==> src/rtl/instr_queue.sv <==
// instr_queue: issue-side receiver for the fetch->issue pipeline register.
// A circular FIFO of fetched bundles that presents them in order to dispatch.
// It raises stall when full and is emptied by the pipeline flush.
// Optional macro IQ_BYPASS_EN: an empty queue forwards an incoming bundle
// combinationally to dispatch in the same cycle.
module instr_queue #(
  parameter int DEPTH = 8,
  parameter int WIDTH = 64
) (
  input  logic                       clk,
  input  logic                       reset_n,
  input  logic                       flush,
  input  logic                       in_valid,
  input  logic [WIDTH-1:0]           in_data,
  output logic                       stall,
  output logic                       out_valid,
  output logic [WIDTH-1:0]           out_data,
  input  logic                       out_ready,
  output logic [$clog2(DEPTH):0]     count
);

  localparam int AW = $clog2(DEPTH);
  localparam int CW = AW + 1;

  logic [WIDTH-1:0] mem [DEPTH];
  logic [AW-1:0]    head;
  logic [AW-1:0]    tail;
  logic [CW-1:0]    occ;
  logic             empty;
  logic             enq;
  logic             deq;

  assign empty = (occ == '0);
  assign stall = (occ == CW'(DEPTH));
  assign count = occ;

`ifdef IQ_BYPASS_EN
  logic bypass;

  // An empty queue hands a valid incoming bundle straight to dispatch; it is
  // only written into storage when dispatch does not take it this cycle.
  always_comb begin
    bypass    = empty && in_valid && !flush;
    out_valid = !empty || bypass;
    out_data  = bypass ? in_data : mem[head];
    enq       = in_valid && !stall && !flush && !(bypass && out_ready);
    deq       = !empty && out_ready && !flush;
  end
`else
  // Outputs come from registered state only, so a new bundle is visible one
  // cycle after it is written; flush suppresses both enqueue and dequeue.
  always_comb begin
    out_valid = !empty;
    out_data  = mem[head];
    enq       = in_valid && !stall && !flush;
    deq       = out_valid && out_ready && !flush;
  end
`endif

  // Storage is intentionally not reset; only the pointers define valid entries.
  always_ff @(posedge clk) begin
    if (enq) begin
      mem[tail] <= in_data;
    end
  end

  // Pointer and occupancy bookkeeping; flush empties the queue at the edge.
  always_ff @(posedge clk or negedge reset_n) begin
    if (!reset_n) begin
      head <= '0;
      tail <= '0;
      occ  <= '0;
    end else if (flush) begin
      head <= '0;
      tail <= '0;
      occ  <= '0;
    end else begin
      if (enq) begin
        tail <= tail + AW'(1);
      end
      if (deq) begin
        head <= head + AW'(1);
      end
      case ({enq, deq})
        2'b10:   occ <= occ + CW'(1);
        2'b01:   occ <= occ - CW'(1);
        default: occ <= occ;
      endcase
    end
  end

endmodule

==> config.mk <==
export PLATFORM = sky130hd
export DESIGN_NAME = instr_queue
export DESIGN_NICKNAME = d
export VERILOG_FILES = /design/src/rtl/instr_queue.sv
export SDC_FILE = /design/constraint.sdc
export NUM_CORES = 1
export LEC_CHECK = 0
export ABC_CLOCK_PERIOD_IN_PS = 11200
export CORE_MARGIN = 2
export CORE_UTILIZATION = 55
export DETAILED_ROUTE_END_ITERATION = 10
export GPL_TIMING_DRIVEN = 0
export PLACE_DENSITY = 0.75
export SYNTH_ARGS = -nofsm -noshare
export SYNTH_HDL_FRONTEND = slang
export SYNTH_SLANG_ARGS = --single-unit
==> constraint.sdc <==
create_clock -name clk -period 11.2 [get_ports clk]
set_clock_uncertainty 0.1 [all_clocks]
set_input_delay 3.36 -clock clk [delete_from_list [all_inputs] [get_ports clk]]
set_output_delay 3.36 -clock clk [all_outputs]
set_load 0.03 [all_outputs]
# Yosys cells after proc, flatten, opt, wreduce, memory -nomap -nowiden
# Memories as Yosys holds them, arrays and structs flattened.
# Cells that the tools add are included.
# op_classes
mul	0
muxes	8
n_eq_ne	3
div	0
reduce_logical	11
magnitude_cmp	0
shift	0
bitwise_logic	0
n_addsub	4
# op_table
cell	count
$mux 3	4
$pmux 4 s2	1
$add 3x1->3 const B	2
$add 4x1->4 const B	1
$eq 4x4->1 const B	1
$logic_and 1x1->1	4
$logic_not 4->1	1
$mux 4	1
$reduce_bool 2->1	2
$sub 4x1->4 const B	1
$logic_not 1->1	3
$reduce_bool 3->1	1
$eq 2x1->1 const B	1
$eq 2x2->1 const B	1
$mux 1	2
# word_totals
reg_bits	10
mem_bits_rw	512
latchBits	0
output_inout_bits	70
romBits	0
mem_count	1
# memory_table
memory	depth	width	read_ports	rd_ports_with_merged_regs	wr	line_no	source
mem	8	64	1	0	1	25	logic [WIDTH-1:0] mem [DEPTH];

# Depth between registers and ports, before layout
# Gate-level depths: netlist (run 1).
# depth
word_depth	7
mapped_depth	9
depth_no_buf	8

# Worst setup path before layout (run 1)
# No wires, ideal clock.
# synth_path
path_kind	input-to-reg
startpoint	input in_valid
endpoint	memory mem[0][0], enable pin
slack_ns	2.265
setup_time_ns	0.565
arrival_ns	8.271
cell_stages	4
cell_sequence	buf_6 > nand2_1 > or3_1 > nor3_1
# synth_between
elab_chain_len	4
# synth_lines
element	line_no	source
from (decl)	13	input logic in_valid,
$logic_and 1x1->1 (2 in series)	55	enq = in_valid && !stall && !flush;
$mux 1	62	if (enq) begin
$mux 1 (not written as such)	63	mem[tail] <= in_data;
to (decl)	25	
# Every way passes these cells.

# Worst setup path after layout (run 1)
# layout_path
startpoint	register head[1]
endpoint	output out_data[37]
# layout_between
elab_chain_len	1
# layout_lines
element	line_no	source
from (decl)	26	logic [AW-1:0] head;
from (signal assigned)	82	head <= head + AW'(1);
$mem_v2 8x64	n/a	
to (decl)	17	output logic [WIDTH-1:0] out_data,
# Every way passes these cells.

==> results of run 1 <==
## flip-flops by register name, indices dropped and copies added, names as in the netlist
register	cells
tail	3
count	4
mem	512
head	3
## worst register-to-register path, cell delays in order (launching register included)
cell and delay, ps:
dfrtp_1 510, or4b_1 580, buf_6 150, a21oi_2 160, nor2b_1 280, ha_1 290, a21o_2 240, a2111oi_0 480
mux2i_1 130, or3b_1 180
## cells by family after synthesis
logic type / share of synthesized area, %
AO/OA/AOI/OAI: 0.510
XOR/XNOR: 0.265
adder cells (fa/ha/maj): 0.353
buffers and inverters: 0.913
flip-flops: 78.7
multiplexers: 18.3
AND/OR/NAND/NOR: 0.964
## per-stage QoR
step                      power, mW  setup TNS (ps)  util, %
after global placement         3.40         -305740     61.3
after CTS                      4.99               0     67.1
after global routing           5.13               0     67.1
after detailed placement       3.42               0     62.8
after floorplan                3.01               0        -
final                          4.94               0     67.1
## synthesized netlist by cell type, types with 2 or more instances
master and count:
edfxtp_1 512, buf_6 2, clkbuf_1 17, mux2i_1 4, ha_1 4, nor3_1 3
nor2_1 15, xor2_1 3, nand3_1 2, dfrtp_1 10, mux4_2 128, nand2b_1 2
a21oi_1 2, buf_1 5, xnor2_1 3, nand2_1 3, mux2_2 64, a211oi_1 2
buf_2 13
## report_power, final
| part | switching [mW] | internal, mW | total (mW) |
|---|---|---|---|
| logic | 0.580 | 0.532 | 1.11 |
| registers | 0.0365 | 2.22 | 2.25 |
| clock network | 0.677 | 0.898 | 1.57 |
| total | 1.29 | 3.65 | 4.94 |
## final timing paths
| path | from | end |
|---|---|---|
| max reg2reg | count[1] | count[3] |
| min in group asynchronous | reset_n | count[2] |
| min reg2reg | tail[0] | tail[0] |
| min | tail[0] | tail[0] |
| max | head[1] | out_data[37] |
| max in group asynchronous | reset_n | head[0] |
## placed cells by master (no fill, tap or decap), types with 3 or more instances in the layout
master	instances
edfxtp_1	512
clkdlybuf4s50_1	137
mux4_2	128
mux2_2	64
clkbuf_16	52
clkbuf_1	33
buf_6	17
buf_2	13
buf_12	12
clkinv_1	11
dfrtp_1	10
nor2_1	9
nor2_4	6
buf_1	5
clkinv_2	5
mux2i_1	4
ha_1	4
nand2_1	3
xnor2_1	3
xor2_1	3
## area by class of cell
cell class,count,area (sq um)
flip-flops and latches,522,15600
fillers,2265,11700
multi-input cells,253,4110
repair buffers,167,1840
clock buffers,68,1360
well taps,461,577
plain buffers,38,178
clock inverters,22,170
inverters,1,3.75
## layer usage
layer	vias to the layer above	part of all wire, %
met1	4865	43
met3	56	6.1
li1	3927	-
met4	4	1.7
met5	-	0.077
met2	287	49
==> metrics.md, run 1 <==
| Metric | Value |
|---|---|
| Status | `complete, no violations` |
| Max Fclk | `0.142 GHz` |
| Pwr dens | `between 200 and 250 nW/um^2` |
| Sinks on the clock net | `around 520` |
| Worst path arrival time | `3580 ps` |
| Largest area contributor in the netlist | `edfxtp_1` |
| Detailed Place HPWL | `around 24000 um` |
| Flop2flop setup slack | `approximately 8100 ps` |
| Critical path cell sequence | `clkbuf_1 -> buf_1 -> mux4_2 -> mux2_2 -> clkdlybuf4s50_1` |
| Syn avg cell area | `roughly 24 sq um` |
| Critical path's top delay family | `buffers and inverters` |
| Mapped Area | `between 15000 and 20000 sq um` |
| Top post-synthesis cells by area | `edfxtp_1, mux4_2, mux2_2` |
| EDFF count, synth | `between 500 and 600` |
| Final setup violation count | `0` |
| Levels on crit path | `5` |
| GRT Residual Overflow | `0` |
| Die Y | `approximately 190 um` |
| Clk pin slew, worst setup/hold paths | `~60 ps` |
| Final Hold Fails | `0` |
| Worst-Margin Slew | `around 880 ps` |
| Placed instance count | `around 1400` |
| Post-CTS Setup Bufs | `0` |
| Initial core utilization | `between 50% and 60%` |
| Post-synth top flop | `edfxtp_1` |
| Die W | `slightly below 200 um` |
| Final hold slack | `about 520 ps` |
| Syn_nets | `between 800 and 900` |
| Netlist cell types | `39` |
| Buf/Inv on CP | `3` |
| Core area | `~36000 sq um` |
| Wirelength per Cell | `25.5 um` |
| Fin area | `23900 sq um` |
| DP Area | `22300 sq um` |
| Post-synthesis cell count | `approximately 800` |
| Antenna Violating Nets Remaining | `0` |
| Gr busiest metal | `met2` |
| RSZ-0062 raised after global routing | `false` |
| P&R area growth vs syn | `20.2%` |
| Rows | `between 60 and 70` |
| Fin cells | `1532` |
| Largest net degree at the start of global routing | `26` |
| Max-cap viol count | `0` |
| Leakage | `~7.5 nW` |
| Cts bufs inserted | `between 50 and 60` |
| IO Count | `roughly 140` |
| Final period utilization | `62.9%` |
| Hold depth | `2` |
| Crit path time final | `a little over 7000 ps` |
| First-pass iteration count of the detailed router | `5` |
| Initial antenna violation count | `2` |
| Fraction of registers with async set/reset | `~1.9%` |
| DR vias | `about 9100` |
| Final wirelength | `39100 um` |
| Global-route wire length before repair | `about 59000 um` |
| Clk_lat worst skew | `around 560 ps` |
| Worst setup EP type | `primary output` |
| Worst IR Drop VDD | `~0.16 mV` |
| Top-area cell type share of the netlist area | `between 70% and 80%` |
| DRC errors left | `0` |
| Worst slew margin | `about two fifths` |
| Synthesized flop and latch total | `around 520` |
| GRT Total Usage | `a little over a fifth` |
| Worst Path Required | `between 7000 and 8000 ps` |
| Post_cts resized | `0` |
| Met2 usage | `roughly a third` |
| Slew Limit Fails | `0` |
| # hold bufs at CTS | `0` |
| Kind of critical path | `reg2out` |
| Slowest-stage cell, CP | `buf_1` |
| CTS max path bufs | `3` |
| Reg2reg path depth | `9` |
| Pre-CTS WS | `4670 ps` |
| Final RePlAce weighted congestion | `0.728` |
| Vias in the first global route | `9513` |
| Setup ws final | `just over 4000 ps` |
| Met1 usage | `31.0%` |
| Startpoint class of the critical path | `flop` |
| Worst path max stage delay | `730 ps` |
| Critical path fanouts, max | `10` |
| Synth warn | `0` |
| Htree depth | `2` |
| Grt met3 use | `4.07%` |
| Diodes inserted | `0` |
| DR iter-0 viols | `730` |
| PortBufs | `between 100 and 150` |
| Die ar. | `about 38000 sq um` |
| CTS root buf | `clkbuf_16` |
| Nets | `1108` |
| Worst hold path class | `reg2reg` |
| Register area share after synthesis | `about four fifths` |
| DR vias/cell | `slightly below 6` |
| Share of cells above drive strength 1 | `29.4%` |
| CTS tree | `done` |
Note: power is estimated with default switching activity, not from simulation.
==> inputs of run 2 (changes only) <==
--- a/config.mk
+++ b/config.mk
@@ -5,7 +5,7 @@
 export SDC_FILE = /design/constraint.sdc
 export NUM_CORES = 1
 export LEC_CHECK = 0
-export ABC_CLOCK_PERIOD_IN_PS = 11200
+export ABC_CLOCK_PERIOD_IN_PS = 6700
 export CORE_MARGIN = 2
 export CORE_UTILIZATION = 55
 export DETAILED_ROUTE_END_ITERATION = 10
==> constraint.sdc (replaced) <==
create_clock -name clk -period 6.7 [get_ports clk]
set_clock_uncertainty 0.1 [all_clocks]
set_input_delay 2.01 -clock clk [delete_from_list [all_inputs] [get_ports clk]]
set_output_delay 2.01 -clock clk [all_outputs]
set_load 0.03 [all_outputs]
==> run 2 against run 1 <==
Compared with the run above: clock power is 61% higher; via count is 2.6% lower; worst setup slack worse by 3100 ps; cell count is 0.65% lower; sequential cell count stayed put; sequential share of layout area is 0.086 points higher; critical path depth stayed put; critical path type unchanged; largest power group unchanged; die area stayed put; critical endpoint is now out_data[63].
==> metrics.md, run 2 (synthesized netlist as in run 1, its figures left out) <==
| Metric | Value |
|---|---|
| Largest reg by FF count | `mem` |
| Initial antenna violation count | `1 (-1)` |
| Slew Limit Fails | `0 (unchanged)` |
| Buf/Inv on CP | `3 (unchanged)` |
| Worst slew margin | `36.2% (-5.3 points)` |
| IO Count | `139 (unchanged)` |
| Placed instance count | `1434 (-0.55%)` |
| Final period utilization | `a little over four fifths` |
| GRT Total Usage | `20.6% (-0.44 points)` |
| Max-cap viol count | `0 (unchanged)` |
| Clk pin slew, worst setup/hold paths | `60 ps (about the same)` |
| Final wirelength | `38200 um (-2.3%)` |
| Share of cells above drive strength 1 | `28.7% (-0.76 points)` |
| CTS max path bufs | `3 (unchanged)` |
| # hold bufs at CTS | `0 (unchanged)` |
| Leakage | `7.42 nW (-0.66%)` |
| Critical path fanouts, max | `10 (unchanged)` |
| Worst setup EP type | `primary output` |
| CTS tree | `done` |
| Post-CTS Setup Bufs | `0 (unchanged)` |
| Critical path cell sequence | `clkbuf_1 -> clkbuf_1 -> mux4_2 -> mux2_2 -> clkdlybuf4s50_1` |
| Tot Pwr | `8.16 mW (+65%)` |
| DR vias/cell | `5.85 (-1.9%)` |
| DP Area | `22400 sq um (+0.24%)` |
| Reg-to-Reg Start | `count[0]` |
| Critical path's top delay family | `buffers and inverters` |
| RR Endpoint | `mem[0][20]` |
| Initial core utilization | `55.8% (unchanged)` |
| Diodes inserted | `0 (unchanged)` |
| Die Y | `194 um (unchanged)` |
| Most frequent cells in the layout | `edfxtp_1, clkdlybuf4s50_1, mux4_2` |
| Detailed Place HPWL | `23400 um (-2.2%)` |
| Core area | `35600 sq um (unchanged)` |
| Cts bufs inserted | `49 (-3.9%)` |
| Die W | `194 um (unchanged)` |
| Kind of critical path | `reg2out` |
| Final setup violation count | `0 (unchanged)` |
| Worst IR Drop VDD | `0.252 mV (+56%)` |
| Fin area | `23800 sq um (-0.13%)` |
| DR iter-0 viols | `918 (+26%)` |
| Max Fclk | `between 0.15 and 0.2 GHz` |
| CP endpoint | `out_data[63]` |
| Slowest-stage cell, CP | `clkbuf_1` |
| Vias in the first global route | `9333 (-1.9%)` |
| Worst Path Required | `4590 ps (-3150 ps)` |
| Htree depth | `2 (unchanged)` |
| Reg2reg path depth | `8 (-1)` |
| Nets | `1098 (-0.90%)` |
| Final RePlAce weighted congestion | `0.722 (-0.77%)` |
| Wirelength per Cell | `25.1 um (-1.6%)` |
| Flop2flop setup slack | `3560 ps (-4490 ps)` |
| Pwr dens | `342 nW/um^2 (+65%)` |
| Clk_lat worst skew | `540 ps (-20 ps)` |
| P&R area growth vs syn | `20.0%` |
| Worst path arrival time | `3520 ps (-60 ps)` |
| Crit-path most repeated cell | `clkbuf_1` |
| Final Hold Fails | `0 (unchanged)` |
| Max reg flops | `512 (unchanged)` |
| Fin cells | `1522 (-0.65%)` |
| RSZ-0062 raised after global routing | `false` |
| PortBufs | `137 (unchanged)` |
| Worst path max stage delay | `650 ps (-80 ps)` |
| Most common cell after layout, fill and taps aside | `edfxtp_1` |
| Global-route wire length before repair | `57600 um (-2.5%)` |
| Antenna Violating Nets Remaining | `0 (unchanged)` |
| DRC errors left | `0 (unchanged)` |
| Crit path time final | `5630 ps` |
| Largest net degree at the start of global routing | `27 (+3.8%)` |
| DR vias | `8905 (-2.6%)` |
| Worst hold path class | `reg2reg` |
| Worst-Margin Slew | `955 ps (+76.7 ps)` |
| Crit path launch | `head[1]` |
| Sinks on the clock net | `522 (unchanged)` |
| CTS root buf | `clkbuf_16` |
| First-pass iteration count of the detailed router | `5 (unchanged)` |
| Post_cts resized | `0 (unchanged)` |
| Rows | `69 (unchanged)` |
| Startpoint class of the critical path | `flop` |
| Levels on crit path | `5 (unchanged)` |
| Die ar. | `37700 sq um (unchanged)` |
| Status | `complete, no violations` |
| GRT Residual Overflow | `0 (unchanged)` |
[run 2: cell count changes in the layout (fill, tap and decap cells not counted), sizes merged]
cell	before	now
clkinv	17	21
buf	51	43
clkbuf	85	79
[run 2: worst min-delay path by stage]
| stage | slack [ps] | depth (start not counted) | startpoint | to |
|---|---|---|---|---|
| after floorplan | 450 | 2 | tail[0] | tail[0] |
| after global placement | 480 | 2 | tail[0] | tail[0] |
| after detailed placement | 480 | 2 | tail[0] | tail[0] |
| after CTS | 500 | 2 | tail[0] | tail[0] |
| after global routing | 550 | 2 | tail[0] | tail[0] |
| final | 490 | 2 | tail[0] | tail[0] |
[run 2: layer usage]
metal | vias to the layer above | wire (um) | GRT usage [%]
met5 | - | 16 | 0
met3 | 45 | 2110 | 3.62
met4 | 2 | 537 | 4.32
met2 | 243 | 19200 | 33.7
li1 | 3910 | - | -
met1 | 4705 | 16300 | 29.7
[run 2: area by class of cell]
cell class	count	area, sq um
inverters	1	3.75
well taps	461	577
plain buffers	38	178
repair buffers	159	1880
multi-input cells	253	4130
clock inverters	26	171
clock buffers	62	1270
flip-flops and latches	522	15600
fillers	2286	11700
[run 2: where the power goes]
part           internal [mW]  switching, mW
clock                   1.42           1.11
sequential              3.71         0.0601
combinational          0.901          0.962
total                   6.03           2.13
[run 2: through the flow]
step	setup WS (ps)	TNS [ps]	util [%]	hold slack, ps
after floorplan	848	0	-	446
after global placement	-2230	-1030580	61.4	476
after detailed placement	1590	0	63.0	478
after CTS	979	0	67.0	496
after global routing	898	0	67.0	548
final	1070	0	67.0	494
[run 2: tightest hold or removal path: stages, from the launching register on]
cell and delay, ps:
dfrtp_1 390, xor2_1 90, nor2_1 80
